$ cat config.mk
export PLATFORM = sky130hd
export DESIGN_NAME = cycle_stimulus_scheduler
export DESIGN_NICKNAME = d
export VERILOG_FILES = /design/src/rtl/cycle_stim_pkg.sv /design/src/rtl/pulse_stretcher.sv /design/src/rtl/cycle_stimulus_scheduler.sv
export SDC_FILE = /design/constraint.sdc
export NUM_CORES = 1
export LEC_CHECK = 0
export ABC_AREA = 1
export BUFFER_PORTS_ARGS = -buffer_cell sky130_fd_sc_hd__buf_2
export CORE_AREA = 2 2 89 100
export CTS_CLUSTER_DIAMETER = 120
export DETAILED_ROUTE_END_ITERATION = 10
export DIE_AREA = 0 0 91 102
export PLACE_DENSITY_LB_ADDON = 0.05
export SYNTH_ARGS = -nofsm -noshare
export SYNTH_HDL_FRONTEND = slang
export SYNTH_HIERARCHICAL = 1
export SYNTH_SLANG_ARGS = --single-unit
export TNS_END_PERCENT = 5
$ cat constraint.sdc
create_clock -name Clock -period 7.9 [get_ports Clock]
set_input_delay 0.395 -clock Clock [delete_from_list [all_inputs] [get_ports Clock]]
set_output_delay 0.395 -clock Clock [all_outputs]
set_load 0.02 [all_outputs]
$ cat src/rtl/cycle_stim_pkg.sv
// Shared types and defaults for the cycle stimulus scheduler.
//   pulse_state_t : LOW/HIGH state of a pulse stretcher FSM
//   DEF_*         : default parameter values for a 50 MHz board clock
//   acc_width()   : width of the phase accumulator for a given wrap value
package cycle_stim_pkg;

    typedef enum logic [0:0] {PS_LOW, PS_HIGH} pulse_state_t;

    localparam int unsigned DEF_TICK_DIV    = 50000;
    localparam int unsigned DEF_ACC_WRAP    = 4096;
    localparam int unsigned DEF_PULSE_TICKS = 2;
    localparam int unsigned DEF_CRANK_DIV   = 3;

    function automatic int unsigned acc_width(input int unsigned acc_wrap);
        return $clog2(acc_wrap) + 1;
    endfunction

endpackage

$ cat src/rtl/pulse_stretcher.sv
// Turns single-cycle events into pulses PULSE_TICKS scheduler ticks wide.
// An event arriving while a pulse is high is remembered (depth 1) and replayed
// after a one-cycle low gap so the next rising edge stays visible.
//   clk_i   : system clock
//   rst_ni  : asynchronous active-low reset
//   tick_i  : scheduler tick strobe, times the pulse width
//   event_i : single-cycle request for a pulse
//   pulse_o : stretched pulse, active high
module pulse_stretcher
    import cycle_stim_pkg::*;
#(
    parameter int unsigned PULSE_TICKS = DEF_PULSE_TICKS
) (
    input  logic clk_i,
    input  logic rst_ni,
    input  logic tick_i,
    input  logic event_i,
    output logic pulse_o
);

    localparam int unsigned CW = $clog2(PULSE_TICKS + 1);
    localparam logic [CW-1:0] WIDTH_LOAD = CW'(PULSE_TICKS);

    pulse_state_t  state_q, state_d;
    logic [CW-1:0] width_q, width_d;
    logic          pending_q, pending_d;

    always_ff @(posedge clk_i or negedge rst_ni) begin
        if (!rst_ni) begin
            state_q   <= PS_LOW;
            width_q   <= '0;
            pending_q <= 1'b0;
        end else begin
            state_q   <= state_d;
            width_q   <= width_d;
            pending_q <= pending_d;
        end
    end

    always_comb begin
        state_d   = state_q;
        width_d   = width_q;
        pending_d = pending_q;
        unique case (state_q)
            PS_LOW: begin
                if (event_i || pending_q) begin
                    state_d   = PS_HIGH;
                    width_d   = WIDTH_LOAD;
                    pending_d = 1'b0;
                end
            end
            PS_HIGH: begin
                // A second request while pending is already set is dropped.
                if (event_i) begin
                    pending_d = 1'b1;
                end
                if (tick_i) begin
                    width_d = width_q - CW'(1);
                    if (width_q == CW'(1)) begin
                        state_d = PS_LOW;
                    end
                end
            end
        endcase
    end

    always_comb begin
        pulse_o = (state_q == PS_HIGH);
    end

endmodule

$ cat src/rtl/cycle_stimulus_scheduler.sv
// Generates Wheel and Crank sensor pulse trains for the cycle computer core.
// A prescaler produces a tick every TICK_DIV clocks; on each tick a phase
// accumulator advances by SpeedSel and every wrap past ACC_WRAP is a wheel
// event. Every CRANK_DIV-th wheel event is also a crank event.
//   Clock      : system clock
//   nReset     : asynchronous active-low reset
//   SpeedSel   : accumulator increment per tick, 0 = stationary
//   Enable     : 1 = schedule events, 0 = hold accumulator
//   Wheel      : wheel sensor pulse, active high
//   Crank      : crank sensor pulse, active high
//   WheelCount : wheel events since reset, wraps modulo 2^16
//   Tick       : one-clock strobe per scheduler tick
module cycle_stimulus_scheduler
    import cycle_stim_pkg::*;
#(
    parameter int unsigned TICK_DIV          = DEF_TICK_DIV,
    parameter int unsigned ACC_WRAP          = DEF_ACC_WRAP,
    parameter int unsigned PULSE_TICKS       = DEF_PULSE_TICKS,
    parameter int unsigned CRANK_DIV         = DEF_CRANK_DIV,
    // Scaled-down builds with a small ACC_WRAP may clear this; they must then
    // keep SpeedSel <= ACC_WRAP so a single subtraction still wraps correctly.
    parameter bit          CHECK_SPEED_RANGE = 1'b1
) (
    input  logic        Clock,
    input  logic        nReset,
    input  logic [7:0]  SpeedSel,
    input  logic        Enable,
    output logic        Wheel,
    output logic        Crank,
    output logic [15:0] WheelCount,
    output logic        Tick
);

    localparam int unsigned PW  = (TICK_DIV > 1) ? $clog2(TICK_DIV) : 1;
    localparam int unsigned AW  = acc_width(ACC_WRAP);
    // Sum must hold the largest acc plus the largest SpeedSel without overflow.
    localparam int unsigned SW  = ((AW > 8) ? AW : 8) + 1;
    localparam int unsigned CDW = (CRANK_DIV > 1) ? $clog2(CRANK_DIV) : 1;

    localparam logic [PW-1:0]  TICK_LAST  = PW'(TICK_DIV - 1);
    localparam logic [SW-1:0]  WRAP_VAL   = SW'(ACC_WRAP);
    localparam logic [CDW-1:0] CRANK_LAST = CDW'(CRANK_DIV - 1);

    if (CHECK_SPEED_RANGE && (ACC_WRAP <= 255)) begin : g_bad_wrap
        $error("ACC_WRAP must exceed the largest SpeedSel (255)");
    end
    if ((PULSE_TICKS < 1) || (CRANK_DIV < 1) || (TICK_DIV < 1)) begin : g_bad_param
        $error("TICK_DIV, PULSE_TICKS and CRANK_DIV must all be at least 1");
    end

    logic [PW-1:0]  presc_q, presc_d;
    logic [AW-1:0]  acc_q, acc_d;
    logic [CDW-1:0] crank_div_q, crank_div_d;
    logic [15:0]    count_q, count_d;

    logic [SW-1:0]  sum;
    logic           advance;
    logic           wheel_evt;
    logic           crank_evt;

    always_ff @(posedge Clock or negedge nReset) begin
        if (!nReset) begin
            presc_q     <= '0;
            acc_q       <= '0;
            crank_div_q <= '0;
            count_q     <= '0;
        end else begin
            presc_q     <= presc_d;
            acc_q       <= acc_d;
            crank_div_q <= crank_div_d;
            count_q     <= count_d;
        end
    end

    always_comb begin
        Tick    = (presc_q == TICK_LAST);
        presc_d = Tick ? '0 : presc_q + PW'(1);
    end

    // SpeedSel is only looked at on a tick, so mid-tick changes take effect
    // at the next tick and never disturb a pulse already in flight.
    always_comb begin
        sum       = SW'(acc_q) + SW'(SpeedSel);
        advance   = Tick && Enable && (SpeedSel != 8'd0);
        wheel_evt = advance && (sum >= WRAP_VAL);
        acc_d     = acc_q;
        if (advance) begin
            acc_d = wheel_evt ? AW'(sum - WRAP_VAL) : AW'(sum);
        end
    end

    always_comb begin
        crank_evt   = wheel_evt && (crank_div_q == CRANK_LAST);
        crank_div_d = crank_div_q;
        if (wheel_evt) begin
            crank_div_d = crank_evt ? '0 : crank_div_q + CDW'(1);
        end
        count_d = count_q + 16'(wheel_evt);
    end

    always_comb begin
        WheelCount = count_q;
    end

    pulse_stretcher #(
        .PULSE_TICKS(PULSE_TICKS)
    ) u_wheel_pulse (
        .clk_i  (Clock),
        .rst_ni (nReset),
        .tick_i (Tick),
        .event_i(wheel_evt),
        .pulse_o(Wheel)
    );

    pulse_stretcher #(
        .PULSE_TICKS(PULSE_TICKS)
    ) u_crank_pulse (
        .clk_i  (Clock),
        .rst_ni (nReset),
        .tick_i (Tick),
        .event_i(crank_evt),
        .pulse_o(Crank)
    );

endmodule
==> impl_metrics.tcl, run 1 <==
set metrics [dict create \
    crit_required_ns 8.14 \
    multi_input_area_sq_um 1600 \
    core-area_sq_um 8230 \
    end_kind "flip-flop" \
    grt_start_max_net_pins 56 \
    via_per_inst 4.64 \
    antenna_found_initial 0 \
    synthFlopType "dfrtp_1" \
    rows 35 \
    drt-initial-drc-count 96 \
    worst-path-buf-inv 3 \
    grt_first_pass_wirelength_mm 11.2 \
    start_util 0.392 \
    worst_slew_pin_slew_ns 0.723 \
    synth_cell_types 34 \
    firstDrtPassIters 4 \
    cts_resized 0 \
    power_mw 0.502 \
    overflow 0 \
    regArea_sq_um 1380 \
    final_cell_area_sq_um 3620 \
    slew_violations 0 \
    cp_cell_sequence "ha_1, inv_1, fa_1, inv_1, nand2_1, nand2_1, nand3_1, nand2_1, nand3_1, nand3_2, nand2_2, inv_1, ha_1, ha_1, nand2_1, nor2_2, nand3_2, nor2_1, nand3_1, nor2_1, xor2_1" \
    diodes 0 \
    port_buffers 29 \
    vias 2539 \
    cts_max_path_buffers 2 \
    nets 461 \
    slowest_stage "fa_1" \
    cts_buffers 5 \
    period_needed_ns 3.13 \
    ir_worst_vdd_mv 0.0824 \
    cp_data_arrival_time_ns 3.37 \
    startpoint_type "flip-flop" \
    fin_setup_tns_ns 0 \
    cts-htree-levels 2 \
    p_per_area_nw_per_um2 139 \
    status "complete, no violations" \
    syn_area_sq_um 3220 \
    hold_viol_final 0 \
    hold_path_class "input port to async pin" \
    fillers 866 \
    synth-seq-cells 55 \
    slew_headroom 0.518 \
    syn_inst 399 \
    drv_cap 0 \
    cts.sinks 55 \
    finalSetupViolCount 0 \
    cts_tree "yes" \
    yosysWarningCount 6 \
    clock-skew-final_ns 0.0149 \
    gpl.final_weighted_congestion 0.806 \
    clkLatencyLatePin_ns 0.32 \
    final_antenna_net_count 0 \
    avgSynthCellArea_sq_um 8.08 \
    place_area_sq_um 3500 \
    crit_path_frequent_cell "nand2_1" \
    area_growth_syn_to_layout_pct 12.3 \
    yosysSeqAreaShare 0.427 \
    rrSetupSlack_ns 4.77 \
    io_pins 30 \
    post_cts_buffers 0 \
    crit_fanout 4 \
    holdWs_ns 0.187 \
    fin_crit_sh 0.396 \
    grtUsageTotal 0.148 \
    place_ws_ns 4.62 \
    wl_per_cell_um 11.6 \
    critPathTopFamily "simple AND/OR/NAND/NOR gates" \
    drc 0 \
    layout_setup_ws_ns 4.77 \
    rsz0062_at_grt "no" \
    root_buffer "clkbuf_8" \
    critPathMaxStageDelay_ns 0.39 \
    drive_gt1_frac 0.158 \
    synth_edf_count 0 \
    hpwl_mm 4.75 \
    max_freq_mhz 319 \
    synthesis.nets 425 \
    ctsHoldBuffers 0 \
    path_class "flip-flop to flip-flop" \
    power_leakage_nw 1.92 \
    clkSlewWorstSetupHoldPaths_ns 0.10 \
    fp.dieArea_sq_um 9280 \
    die_height_um 102 \
    drt_wl_total_mm 6.36 \
    async_reset_ff_frac 1.00 \
    die_w_um 91 \
    grt_pass1_vias 2454 \
]
==> final timing paths <==
kind                              from        endpoint  cells past startpoint
setup reg to reg              acc_q[0]  WheelCount[12]                     21
setup / recovery              acc_q[0]  WheelCount[12]                     21
hold / removal                  nReset        acc_q[7]                      2
max in group asynchronous       nReset        acc_q[0]                      2
hold reg to reg             presc_q[0]      presc_q[0]                      1
min in group Clock         SpeedSel[0]        acc_q[0]                      4
==> synth_stat cells (2+ instances only) <==
cell type	n	area, sq um
nand3_2	4	40.0
or2_1	2	12.5
nand2_1	97	364
nor3_1	5	25.0
nand3_4	2	35.0
nand2_2	8	50.1
nand4_1	10	62.6
o21ai_1	2	10.0
dfrtp_1	55	1380
nor2_2	4	25.0
inv_1	61	229
nor2_1	40	150
ha_1	14	175
nand3_1	33	165
xor2_1	19	166
o21ai_0	6	30.0
o21ai_2	5	43.8
a21oi_1	9	45.0
xnor2_1	8	70.1
==> cell type report <==
| class | instances | area share |
|---|---|---|
| flip-flops and latches | 55 | 0.380 |
| inverters | 64 | 0.0667 |
| repair buffers | 30 | 0.0422 |
| clock inverters | 3 | 0.0131 |
| well taps | 111 | 0.0384 |
| multi-input cells | 279 | 0.441 |
| clock buffers | 5 | 0.0190 |
==> per-layer routing <==
metal	global-route usage	wire length (um)	share of wire	vias up
met1	0.196	3160	0.50	1184
met3	0.0265	142	0.022	6
met5	0	0	0	-
met4	0.0431	80	0.013	0
met2	0.249	2980	0.47	26
li1	-	-	-	1323
==> sequential cells by signal, indices dropped and copies added (netlist names) <==
name and cells:
crank_div_q 2, u_crank_pulse/pending_q 1, WheelCount 16, acc_q 13, u_crank_pulse/pulse_o 1, u_crank_pulse/width_q 2
presc_q 16, u_wheel_pulse/pending_q 1, u_wheel_pulse/width_q 2, u_wheel_pulse/pulse_o 1
==> placed cells by master, fill, tap and decap left out, types with 2 or more instances in the layout <==
master    instances
nand2_1          97
inv_1            61
dfrtp_1          55
nor2_1           40
nand3_1          33
buf_2            29
xor2_1           19
ha_1             14
nand4_1          10
a21oi_1           9
nand2_2           8
xnor2_1           8
o21ai_0           6
nor3_1            5
o21ai_2           5
clkbuf_8          5
nand3_2           4
nor2_2            4
nand3_4           2
o21ai_1           2
or2_1             2
==> cell families (layout without fill, tap and decap cells) <==
group / count (synthesis) / after routing / share of synthesized area
flip-flops: 55 / 55 / 0.427
XOR/XNOR: 27 / 27 / 0.0733
AO/OA/AOI/OAI: 23 / 23 / 0.0419
AND/OR/NAND/NOR: 214 / 214 / 0.319
adder cells (fa/ha/maj): 15 / 15 / 0.0605
buffers and inverters: 65 / 102 / 0.0784
==> power breakdown <==
part	switching [mW]	internal, mW	leakage, nW
clock	0.100	0.0963	0.0587
combinational	0.0162	0.00746	1.15
sequential	0.000374	0.282	0.715
total	0.117	0.386	1.92
==> through the flow <==
stage / util / cells
global placement: 0.426 / 539
global route: 0.440 / 547
finish: 0.440 / 547
CTS: 0.440 / 547
detailed placement: 0.426 / 539
floorplan: - / 399
Power figures use the tool's default switching activity.
==> run 2: changes to the inputs <==
==> constraint.sdc (replaced) <==
create_clock -name Clock -period 2.6 [get_ports Clock]
set_input_delay 0.13 -clock Clock [delete_from_list [all_inputs] [get_ports Clock]]
set_output_delay 0.13 -clock Clock [all_outputs]
set_load 0.02 [all_outputs]
==> run 2 against run 1 <==
  * The flow now finishes with violations (negative setup slack)
  * Sequential share of layout area decreased by 3.5 points
  * Via count increased by 5.2%
  * Power increased to 3.0 times the previous value
  * Critical endpoint is now WheelCount[11]
  * Largest power group unchanged
  * Highest routed layer unchanged
==> impl_metrics.tcl, run 2 (same netlist as run 1, synthesis figures left out) <==
set metrics [dict create \
    grtUsageTotal 0.156 \
    crit_required_ns 2.84 \
    reg2regPathDepth 20 \
    place_ws_ns -0.194 \
    grt_first_pass_wirelength_mm 11.8 \
    holdWs_ns 0.197 \
    worst_slew_pin_slew_ns 0.403 \
    regArea_sq_um 1380 \
    firstDrtPassIters 6 \
    finish.utilization 0.485 \
    cts_buffers 5 \
    hold_viol_final 0 \
    port_buffers 29 \
    period_needed_ns 2.63 \
    die_w_um 91 \
    gpl.final_weighted_congestion 0.768 \
    via_per_inst 4.58 \
    rrSetupSlack_ns -0.03 \
    status "finished, violations left" \
    drt_wl_total_mm 6.66 \
    drive_gt1_frac 0.269 \
    slew_violations 0 \
    hpwl_mm 4.94 \
    path_class "flip-flop to flip-flop" \
    drv_cap 0 \
    cts_tree "yes" \
    wl_per_cell_um 11.4 \
    die_height_um 102 \
    hold_depth 4 \
    fin_setup_tns_ns -0.0565 \
    cts-htree-levels 2 \
    max_freq_mhz 380 \
    nets 497 \
    core-area_sq_um 8230 \
    slew_headroom 0.731 \
    cts_max_path_buffers 2 \
    fp.dieArea_sq_um 9280 \
    diodes 0 \
    ir_worst_vdd_mv 0.238 \
    final_antenna_net_count 0 \
    p_per_area_nw_per_um2 380 \
    reg2reg_to "WheelCount[11]" \
    drt-initial-drc-count 60 \
    finalSetupViolCount 3 \
    clkSlewWorstSetupHoldPaths_ns 0.10 \
    overflow 0 \
    grt_pass1_vias 2708 \
    area_growth_syn_to_layout_pct 23.8 \
    fillers 833 \
    min_from "SpeedSel[0]" \
    cts.sinks 55 \
    mostFrequentLayoutCell "nand2_1" \
    clock-skew-final_ns 0.00869 \
    power_leakage_nw 2.10 \
    final_cell_mix "nand2_1 (91), inv_1 (58), dfrtp_1 (55)" \
    rsz0062_at_grt "yes" \
    io_pins 30 \
    rows 35 \
    root_buffer "clkbuf_8" \
    clkLatencyLatePin_ns 0.31 \
    violations "negative setup slack" \
    antenna_found_initial 0 \
    crit_fanout 3 \
    holdPathEnd "acc_q[0]" \
    drc 0 \
    reg2reg_from "acc_q[0]" \
    end_kind "flip-flop" \
    layout_setup_ws_ns -0.0322 \
    hold_path_class "input port to flip-flop" \
    fin_crit_sh 1.01 \
    power_mw 1.52 \
    vias 2672 \
    startpoint_type "flip-flop" \
    start_util 0.392 \
    grt_start_max_net_pins 31 \
    multi_input_area_sq_um 1690 \
    cp_data_arrival_time_ns 2.87 \
]
==> run 2: cell count changes in the layout (fill, tap and decap cells not counted), moves of 2 or more <==
cell	previous run	this run
nor2_2	4	7
nand3_1	33	29
ha_4	0	2
nor2_1	40	35
ha_1	14	11
nand3_2	4	8
inv_2	1	4
nand2_1	97	91
buf_4	1	35
inv_1	61	58
nand2_2	8	14
nor2_4	1	3
==> run 2: routing by layer <==
| layer | global-route usage | wire [um] | vias up |
|---|---|---|---|
| met5 | 0 | 0 | - |
| met4 | 0.0501 | 149 | 0 |
| met3 | 0.0229 | 140 | 13 |
| met2 | 0.291 | 3340 | 30 |
| met1 | 0.186 | 3030 | 1233 |
| li1 | - | - | 1396 |
==> run 2: power breakdown <==
| part | internal [mW] | switching [mW] |
|---|---|---|
| clock network | 0.287 | 0.290 |
| logic | 0.0311 | 0.0522 |
| registers | 0.857 | 0.00100 |
==> run 2: area by class of cell <==
class / instances / share of cell area
clock inverters: 3 / 0.0110
multi-input cells: 279 / 0.424
repair buffers: 66 / 0.107
clock buffers: 5 / 0.0172
well taps: 111 / 0.0348
inverters: 64 / 0.0605
flip-flops and latches: 55 / 0.345
==> run 2: worst max-delay path, stage by stage, from the launching register on <==
cell	delay, ns
dfrtp_1	0.36
ha_2	0.18
inv_2	0.04
fa_2	0.34
inv_2	0.07
nand2_2	0.06
nand2_2	0.08
nand3_2	0.07
nand2_2	0.07
nand3_2	0.07
nand3_2	0.09
nand2_2	0.06
inv_2	0.07
ha_4	0.14
nand3_2	0.09
nor2_2	0.12
nand2_2	0.08
nor3_4	0.21
nand2_2	0.11
nor2_2	0.12
xor2_1	0.14
==> run 2: timing repair <==
item,4_1_cts,5_1_grt
buffers inserted,13,2
hold endpoints to repair,55,0
resized for setup,12,6
endpoints found under the setup margin,9,12
pin swaps,8,7
hold buffers,1,0
==> run 2: stage by stage <==
step / cells / instance area (sq um)
after floorplan: 399 / 3270
after global placement: 559 / 3700
after detailed placement: 559 / 3700
after CTS: 581 / 3950
after global routing: 583 / 3990
final: 583 / 3990
==> run 2: worst max path at each step <==
stage                         from             end  slack (ns)  depth (start not counted)
after floorplan           acc_q[0]  WheelCount[12]       -0.11                         21
after global placement    acc_q[0]  WheelCount[12]       -0.12                         21
after detailed placement  acc_q[0]  WheelCount[12]       -0.19                         21
after CTS                 acc_q[0]  WheelCount[12]       -0.04                         21
after global routing      acc_q[0]  WheelCount[11]       -0.32                         20
final                     acc_q[0]  WheelCount[11]       -0.03                         20
